### config.mk
export PLATFORM = sky130hd
export DESIGN_NAME = timer_counter
export DESIGN_NICKNAME = d
export VERILOG_FILES = /design/src/rtl/tc_pkg.sv /design/src/rtl/tc_regs.sv /design/src/rtl/timer_counter.sv
export SDC_FILE = /design/constraint.sdc
export NUM_CORES = 1
export LEC_CHECK = 0
export CAP_MARGIN = 40
export CORE_MARGIN = 1
export CORE_UTILIZATION = 24
export CTS_CLUSTER_DIAMETER = 40
export CTS_CLUSTER_SIZE = 24
export DETAILED_ROUTE_END_ITERATION = 12
export SYNTH_ARGS = -nofsm -noshare
export SYNTH_HDL_FRONTEND = slang
export SYNTH_SLANG_ARGS = --single-unit
### constraint.sdc
create_clock -name clk -period 2.4 [get_ports clk]
set_clock_uncertainty 0.1 [all_clocks]
set_input_delay 0.24 -clock clk [delete_from_list [all_inputs] [get_ports clk]]
set_output_delay 0.24 -clock clk [all_outputs]
set_load 0.02 [all_outputs]
### src/rtl/tc_pkg.sv
// rtl/tc_pkg.sv - shared state encoding, register offsets and CTRL field layout for the timer/counter
package tc_pkg;

  typedef enum logic [1:0] {
    IDLE = 2'd0,
    LOAD = 2'd1,
    CNT  = 2'd2,
    INT  = 2'd3
  } tc_state_e;

  localparam logic [1:0] OFF_CTRL   = 2'd0;
  localparam logic [1:0] OFF_PRESET = 2'd1;
  localparam logic [1:0] OFF_COUNT  = 2'd2;

  localparam int CTRL_EN      = 0;
  localparam int CTRL_MODE_LO = 1;
  localparam int CTRL_MODE_HI = 2;
  localparam int CTRL_IM      = 3;

  localparam logic [1:0] MODE_ONESHOT = 2'b00;
  localparam logic [1:0] MODE_RELOAD  = 2'b01;

  // Codes 10/11 fall back to one-shot behaviour.
  function automatic logic is_reload(input logic [1:0] mode);
    return mode == MODE_RELOAD;
  endfunction

endpackage

### src/rtl/tc_regs.sv
// rtl/tc_regs.sv - CTRL/PRESET storage, write decode and read mux for the timer/counter
// Optional byte-lane writes with TC_BYTE_WRITE_EN.
module tc_regs
  import tc_pkg::*;
#(
  parameter int CNT_W = 32
) (
  input  logic             clk,
  input  logic             reset,
  input  logic [1:0]       addr,
  input  logic             we,
  input  logic [31:0]      din,
`ifdef TC_BYTE_WRITE_EN
  input  logic [3:0]       byteen,
`endif
  input  logic             en_clr,
  input  logic [CNT_W-1:0] count,
  output logic [3:0]       ctrl,
  output logic [CNT_W-1:0] preset,
  output logic             ctrl_wr,
  output logic             en_nxt,
  output logic [31:0]      dout
);

  logic [31:0] wmask;
  logic        wr_any;
  logic        preset_wr;
  logic [3:0]  ctrl_merged;
  logic [31:0] preset_word;
  logic [31:0] preset_merged;

`ifdef TC_BYTE_WRITE_EN
  assign wmask  = {{8{byteen[3]}}, {8{byteen[2]}}, {8{byteen[1]}}, {8{byteen[0]}}};
  assign wr_any = we & (|byteen);
`else
  assign wmask  = '1;
  assign wr_any = we;
`endif

  assign ctrl_wr       = wr_any && (addr == OFF_CTRL);
  assign preset_wr     = wr_any && (addr == OFF_PRESET);
  assign ctrl_merged   = (ctrl & ~wmask[3:0]) | (din[3:0] & wmask[3:0]);
  assign preset_word   = 32'(preset);
  assign preset_merged = (preset_word & ~wmask) | (din & wmask);

  // EN as it will stand after this edge, so the FSM reacts in the same cycle as the CPU write.
  assign en_nxt = ctrl_wr ? ctrl_merged[CTRL_EN] : ctrl[CTRL_EN];

  always_ff @(posedge clk or negedge reset) begin
    if (!reset) begin
      ctrl   <= '0;
      preset <= '0;
    end else begin
      if (ctrl_wr) begin
        ctrl <= ctrl_merged;
      end else if (en_clr) begin
        ctrl[CTRL_EN] <= 1'b0;
      end
      if (preset_wr) begin
        preset <= preset_merged[CNT_W-1:0];
      end
    end
  end

  always_comb begin
    dout = '0;
    case (addr)
      OFF_CTRL:   dout = {28'd0, ctrl};
      OFF_PRESET: dout = 32'(preset);
      OFF_COUNT:  dout = 32'(count);
      default:    dout = '0;
    endcase
  end

endmodule

### src/rtl/timer_counter.sv
// rtl/timer_counter.sv - memory-mapped down-counting timer with one-shot and auto-reload IRQ
// Optional byteen port and byte-lane writes with TC_BYTE_WRITE_EN.
module timer_counter
  import tc_pkg::*;
#(
  parameter int CNT_W = 32
) (
  input  logic        clk,
  input  logic        reset,
  input  logic [31:2] Addr,
  input  logic        WE,
  input  logic [31:0] Din,
`ifdef TC_BYTE_WRITE_EN
  input  logic [3:0]  byteen,
`endif
  output logic [31:0] Dout,
  output logic        IRQ
);

  tc_state_e        state, state_nxt;
  logic [CNT_W-1:0] count, count_nxt;
  logic             irq_flag, flag_set, flag_clr;
  logic             en_clr;
  logic [3:0]       ctrl;
  logic [CNT_W-1:0] preset;
  logic             ctrl_wr;
  logic             en_nxt;
  logic             unused_bits;

  assign unused_bits = ^{Addr[31:4], ctrl[CTRL_EN]};

  tc_regs #(
    .CNT_W (CNT_W)
  ) u_regs (
    .clk     (clk),
    .reset   (reset),
    .addr    (Addr[3:2]),
    .we      (WE),
    .din     (Din),
`ifdef TC_BYTE_WRITE_EN
    .byteen  (byteen),
`endif
    .en_clr  (en_clr),
    .count   (count),
    .ctrl    (ctrl),
    .preset  (preset),
    .ctrl_wr (ctrl_wr),
    .en_nxt  (en_nxt),
    .dout    (Dout)
  );

  assign IRQ = irq_flag & ctrl[CTRL_IM];

  always_ff @(posedge clk or negedge reset) begin
    if (!reset) begin
      state    <= IDLE;
      count    <= '0;
      irq_flag <= 1'b0;
    end else begin
      state <= state_nxt;
      count <= count_nxt;
      // A CPU write to CTRL always acknowledges, even if it lands on the terminal count.
      if (ctrl_wr || flag_clr) begin
        irq_flag <= 1'b0;
      end else if (flag_set) begin
        irq_flag <= 1'b1;
      end
    end
  end

  always_comb begin
    state_nxt = state;
    count_nxt = count;
    flag_set  = 1'b0;
    flag_clr  = 1'b0;
    en_clr    = 1'b0;
    case (state)
      IDLE: begin
        if (en_nxt) state_nxt = LOAD;
      end
      LOAD: begin
        count_nxt = preset;
        flag_clr  = 1'b1;
        state_nxt = CNT;
      end
      CNT: begin
        if (!en_nxt) begin
          state_nxt = IDLE;
        end else if (count > CNT_W'(1)) begin
          count_nxt = count - CNT_W'(1);
        end else begin
          count_nxt = '0;
          flag_set  = 1'b1;
          state_nxt = INT;
        end
      end
      INT: begin
        if (is_reload(ctrl[CTRL_MODE_HI:CTRL_MODE_LO])) begin
          flag_clr  = 1'b1;
          state_nxt = LOAD;
        end else begin
          en_clr    = 1'b1;
          state_nxt = IDLE;
        end
      end
      default: state_nxt = IDLE;
    endcase
  end

endmodule

# After elaboration in Yosys (flattened, before gate mapping)
# Cells that the tools add are included.
# totals
latchBits	0
output_inout_bits	33
ramBits	0
regBits	71
memories	0
mem_bits_ro	0
# classes
n_lt_le_gt_ge	1
shifts	0
n_reduce_logical	10
n_mux	21
multipliers	0
n_eq_ne	9
n_addsub	1
div	0
n_bitwise	1
# ops
op	count
$pmux W32 S3	1
$mux W32	2
$pmux W32 S2	1
$gt A32 B1 Y1 const B	1
$sub A32 B1 Y32 const B	1
$mux W1	12
$pmux W2 S4	1
$eq A2 B1 Y1 const B	3
$eq A2 B2 Y1 const B	3
$mux W2	3
$reduce_bool A2 Y1	3
$logic_not A2 Y1	2
$ne A2 B2 Y1 const B	2
$reduce_and A2 Y1	2
$ne A3 B3 Y1 const B	1
$logic_and A1 B1 Y1	2
$pmux W1 S2	1
$and A1 B1 Y1	1
$logic_or A1 B1 Y1	1

# Longest topological paths before layout
# depth
ltp_word	7
depth_mapped	9
ltp_nobuf	8

# Cells and area by module
# From an unflattened synthesis, not the netlist that was laid out.
# unflattened
cells_unflattened	381
area_unflattened_um2	4141.5
# modules_own_cells
module	instances	area_per_inst_um2	cells_per_inst	seq_area_each_um2
timer_counter	1	2234.6	255	875.8
tc_regs	1	1906.8	126	900.9

# Worst setup path before layout
# No wires, ideal clock.
# synth_timing
path_type	register to register
startpoint	reg count[5]
endpoint	reg count[26]
path_stages_with_launch	7
arrival_ns	2.201
slack_ns	0.030
n_path_buf	1
period_less_slack_ns	2.370
required_ns	2.231
cell_sequence	dfrtp_1 -> buf_6 -> or3_4 -> or4_4 -> or4_1 -> or3_1 -> nand3_1
# synth_between
elab_chain_cells	4
# synth_rtl
item	line_no	rtl
from (decl)	timer_counter.sv:21	logic [CNT_W-1:0] count, count_nxt;
from (signal assigned)	timer_counter.sv:61	count <= count_nxt;
$sub A32 B1 Y32 or $gt A32 B1 Y1 (tied branches)	timer_counter.sv:90, timer_counter.sv:89	
$mux W32 (*)	timer_counter.sv:89	end else if (count > CNT_W'(1)) begin
$mux W32 (*)	timer_counter.sv:87	if (!en_nxt) begin
$pmux W32 S2 (*)	timer_counter.sv:77	case (state)
# Mark *: on every way between the ends. The rest lies on a longest branch, timed or not. The select of a mux whose other input is x is not followed.
# A chain may end at the register's enable or synchronous reset.

# Worst setup path after layout
# layout_timing
startpoint	reg count[21]
endpoint	reg count[26]
# Same word-level chain as after synthesis.

==> metrics.yaml <==
drt:
  final_antenna_net_count: 0
  wl_per_cell_um: 17.45
  viasPerCell: 5.003
  drc_errors: 0
  vias: 3757
  first_pass_iters: 4
  drtIter0Drc: 186
  drt-total-wl_um: 13110
clocking:
  clk_latency_ns: 0.34
  tritoncts: "yes"
  cts_root_buf: "clkbuf_16"
  clockBufferDepth: 2
  numClockSinks: 71
  h-tree-depth: 3
  clk_pin_slew_worst_paths_ns: 0.06
  cts_inserted_buffers: 9
floorplan:
  die_w_um: 130.3
  die-area_mm2: 0.01699
  die_h_um: 130.3
  num_io_pins: 98
  rows: 46
  start_util_pct: 24.70
  core_area_mm2: 0.01600
sta:
  final.period_utilization_pct: 99.62
  timing.final.ws_setup_ns: 0.009010
  min_period_ns: 2.391
  max_freq_mhz: 418.2
  setup_viol: 0
  drv_slew: 0
  tightest_slew_ns: 0.3982
  final_hold_viol_count: 0
  rsz0062_at_grt: "yes"
  slew_headroom_pct: 73.46
layout:
  nets: 597
  nFillCells: 1642
  area_delta_synth_final_pct: 54.61
  insertedDiodeCount: 0
  drive_gt1_share_pct: 34.02
  layout_common_cells: "78 x buf_4, 71 x dfrtp_1, 36 x mux2_2, 36 x clkdlybuf4s50_1"
  fin_cells: 751
  mostFrequentLayoutCell: "buf_4"
setup_path:
  startpoint: "count[21]$_DFFE_PN0P_"
  cpMostUsedCell: "or4_4"
  worstSetupEndpoint: "count[26]$_DFFE_PN0P_"
  r2r.worst_path.cells: 6
  r2r_start: "count[21]$_DFFE_PN0P_"
  path_max_fanout: 4
  r2r_slack_ns: 0.009
  end_kind: "register"
  cp_slowest_cell: "or4_4"
  critPathArrivalTime_ns: 2.57
  timing.rr.end: "count[26]$_DFFE_PN0P_"
  start_kind: "register"
  cp_slowest_stage_delay_ns: 0.50
  path_class: "register to register"
  critical_path_required_ns: 2.57
  crit_path_cell_trace: "buf_4 -> or3_4 -> or4_4 -> or4_4 -> or3_1 -> nand3_1"
logic_synthesis:
  syn_nets: 451
  synth_xor_xnor_area_share_pct: 0
  synth_compound_area_share_pct: 21.75
  synth_top_area_share_pct: 44.95
  yosysWarningCount: 0
  synth_top_cell_by_area: "dfrtp_1"
  synth_top_family_by_area: "compound AO/OA/AOI/OAI gates"
  yosys.area_share.simple_pct: 17.22
  synth-edff-count: 0
  seq_area_frac_synth_pct: 44.95
  async_flop_share_pct: 100.0
  syn_area_mm2: 0.003953
  synthMuxAreaShare_pct: 12.03
  synth_fa_ha_area_share_pct: 0.6331
  synth-seq-cells: 71
  synthDistinctLibCells: 57
  netlist_instances: 384
  synth_top_cells_by_area: "dfrtp_1 45%, mux2_2 10%, a22o_1 6.6%, nand3_1 2.7%, nand2_1 2.3%"
  synthFlopType: "dfrtp_1"
  syn_avg_cell_area_um2: 10.29
place:
  pre_cts_ws_ns: -0.1230
  place_congestion: 0.8648
  numPortBuffers: 69
  placed_cells: 727
  hpwl_um: 9180
power:
  leakage_nw: 2.930
  power_density_mw_per_mm2: 1072
  peakVddDrop_v: 0.0004371
global_route:
  grt_max_degree: 72
  grt_pass1_wl_um: 20370
  grt_use_total_pct: 15.81
  antenna_found_initial: 0
  grt_overflow: 0
  grt_pass1_vias: 3775
job:
  drv_cap: 0
run_status:
  outcome: "finished clean"
min_path:
  hold_path_class: "primary input to async pin"
==> flip-flops by register name (all words and copies together), names as in the netlist <==
register       count
count             32
u_regs.preset     32
u_regs.ctrl        4
state              2
irq_flag           1
==> power by group <==
part / leakage [nW] / internal, W / switching [W] / total [W]
Sequential: 0.860 / 0.00160 / 0.000340 / 0.00194
Clock: 0.144 / 0.000827 / 0.000532 / 0.00136
Combinational: 1.93 / 0.00163 / 0.00161 / 0.00325
==> cell type report <==
type	count	area (um^2)	share of cell area [%]
timing repair buffer	159	1521	24.90
tap	216	270.3	4.423
inverter	9	33.78	0.5528
multi-input combinational	280	2210	36.16
clock buffer	10	239.0	3.911
clock inverter	6	60.06	0.9828
sequential	71	1777	29.07
==> stage by stage <==
| step | utilization (%) | TNS [ns] | hold WS (ns) | cell area (um^2) | power [W] |
|---|---|---|---|---|---|
| floorplan | - | 0 | -0.1556 | 3953 | 0.003408 |
| global placement | 34.31 | -0.6450 | 0.2096 | 5490 | 0.004841 |
| detailed placement | 34.31 | -1.157 | 0.2023 | 5490 | 0.004914 |
| CTS | 36.39 | 0 | 0.3927 | 5822 | 0.006333 |
| global route | 38.19 | -0.03770 | 0.4092 | 6111 | 0.006958 |
| finish | 38.19 | 0 | 0.3818 | 6111 | 0.006550 |
==> what timing repair did <==
action	in CTS	in global routing
endpoints found under the hold margin	71	0
buffers inserted	0	7
setup endpoints to repair	23	54
gates resized for setup	8	70
hold buffers	1	0
pin swaps	0	13
==> worst min-delay path by stage <==
stage,from,endpoint,cells after the start
2_1_floorplan,reset,count[0]$_DFFE_PN0P_,0
3_3_place_gp,reset,u_regs.preset[3]$_DFFE_PN0P_,2
3_5_place_dp,reset,u_regs.ctrl[3]$_DFFE_PN0P_,2
4_1_cts,reset,u_regs.ctrl[3]$_DFFE_PN0P_,3
5_1_grt,Din[25],u_regs.preset[25]$_DFFE_PN0P_,2
6_report,reset,u_regs.ctrl[3]$_DFFE_PN0P_,3
==> kinds of logic (layout without fill, tap and decap cells) <==
| kind of cell | after synthesis | count (layout) |
|---|---|---|
| compound gates | 113 | 113 |
| fa+ha+maj | 2 | 2 |
| buf+inv | 33 | 184 |
| flops | 71 | 71 |
| mux | 43 | 43 |
| simple gates | 122 | 122 |
==> cells in the mapped netlist (4+ instances only) <==
| library cell | number |
|---|---|
| dfrtp_1 | 71 |
| mux2_2 | 36 |
| a22o_1 | 30 |
| nand2_1 | 24 |
| nand3_1 | 21 |
| o21ai_0 | 16 |
| clkbuf_1 | 15 |
| nor3_1 | 14 |
| or3_1 | 12 |
| nor2_1 | 10 |
| a22oi_1 | 9 |
| inv_1 | 9 |
| or4_1 | 9 |
| a21oi_1 | 8 |
| a21o_1 | 7 |
| mux2i_1 | 7 |
| a32oi_1 | 6 |
| buf_1 | 5 |
| a221o_1 | 4 |
| nand2b_1 | 4 |
| nor2b_1 | 4 |
| nor4_1 | 4 |
| o211ai_1 | 4 |
| o311ai_0 | 4 |
==> routing by layer <==
metal	global-route usage, %	vias up	part of all wire [%]
li1	-	1783	-
met1	21.08	1865	47
met2	25.81	96	47
met3	3.116	13	4.5
met4	4.801	0	1.4
met5	0	-	0
==> critical path: cells and delay by family (launching register included) <==
kind,cells,cell delay (ns)
buffers and inverters,1,0.15
and+or+nand+nor,5,1.70
DFF,1,0.38
Power figures use the tool's default switching activity.
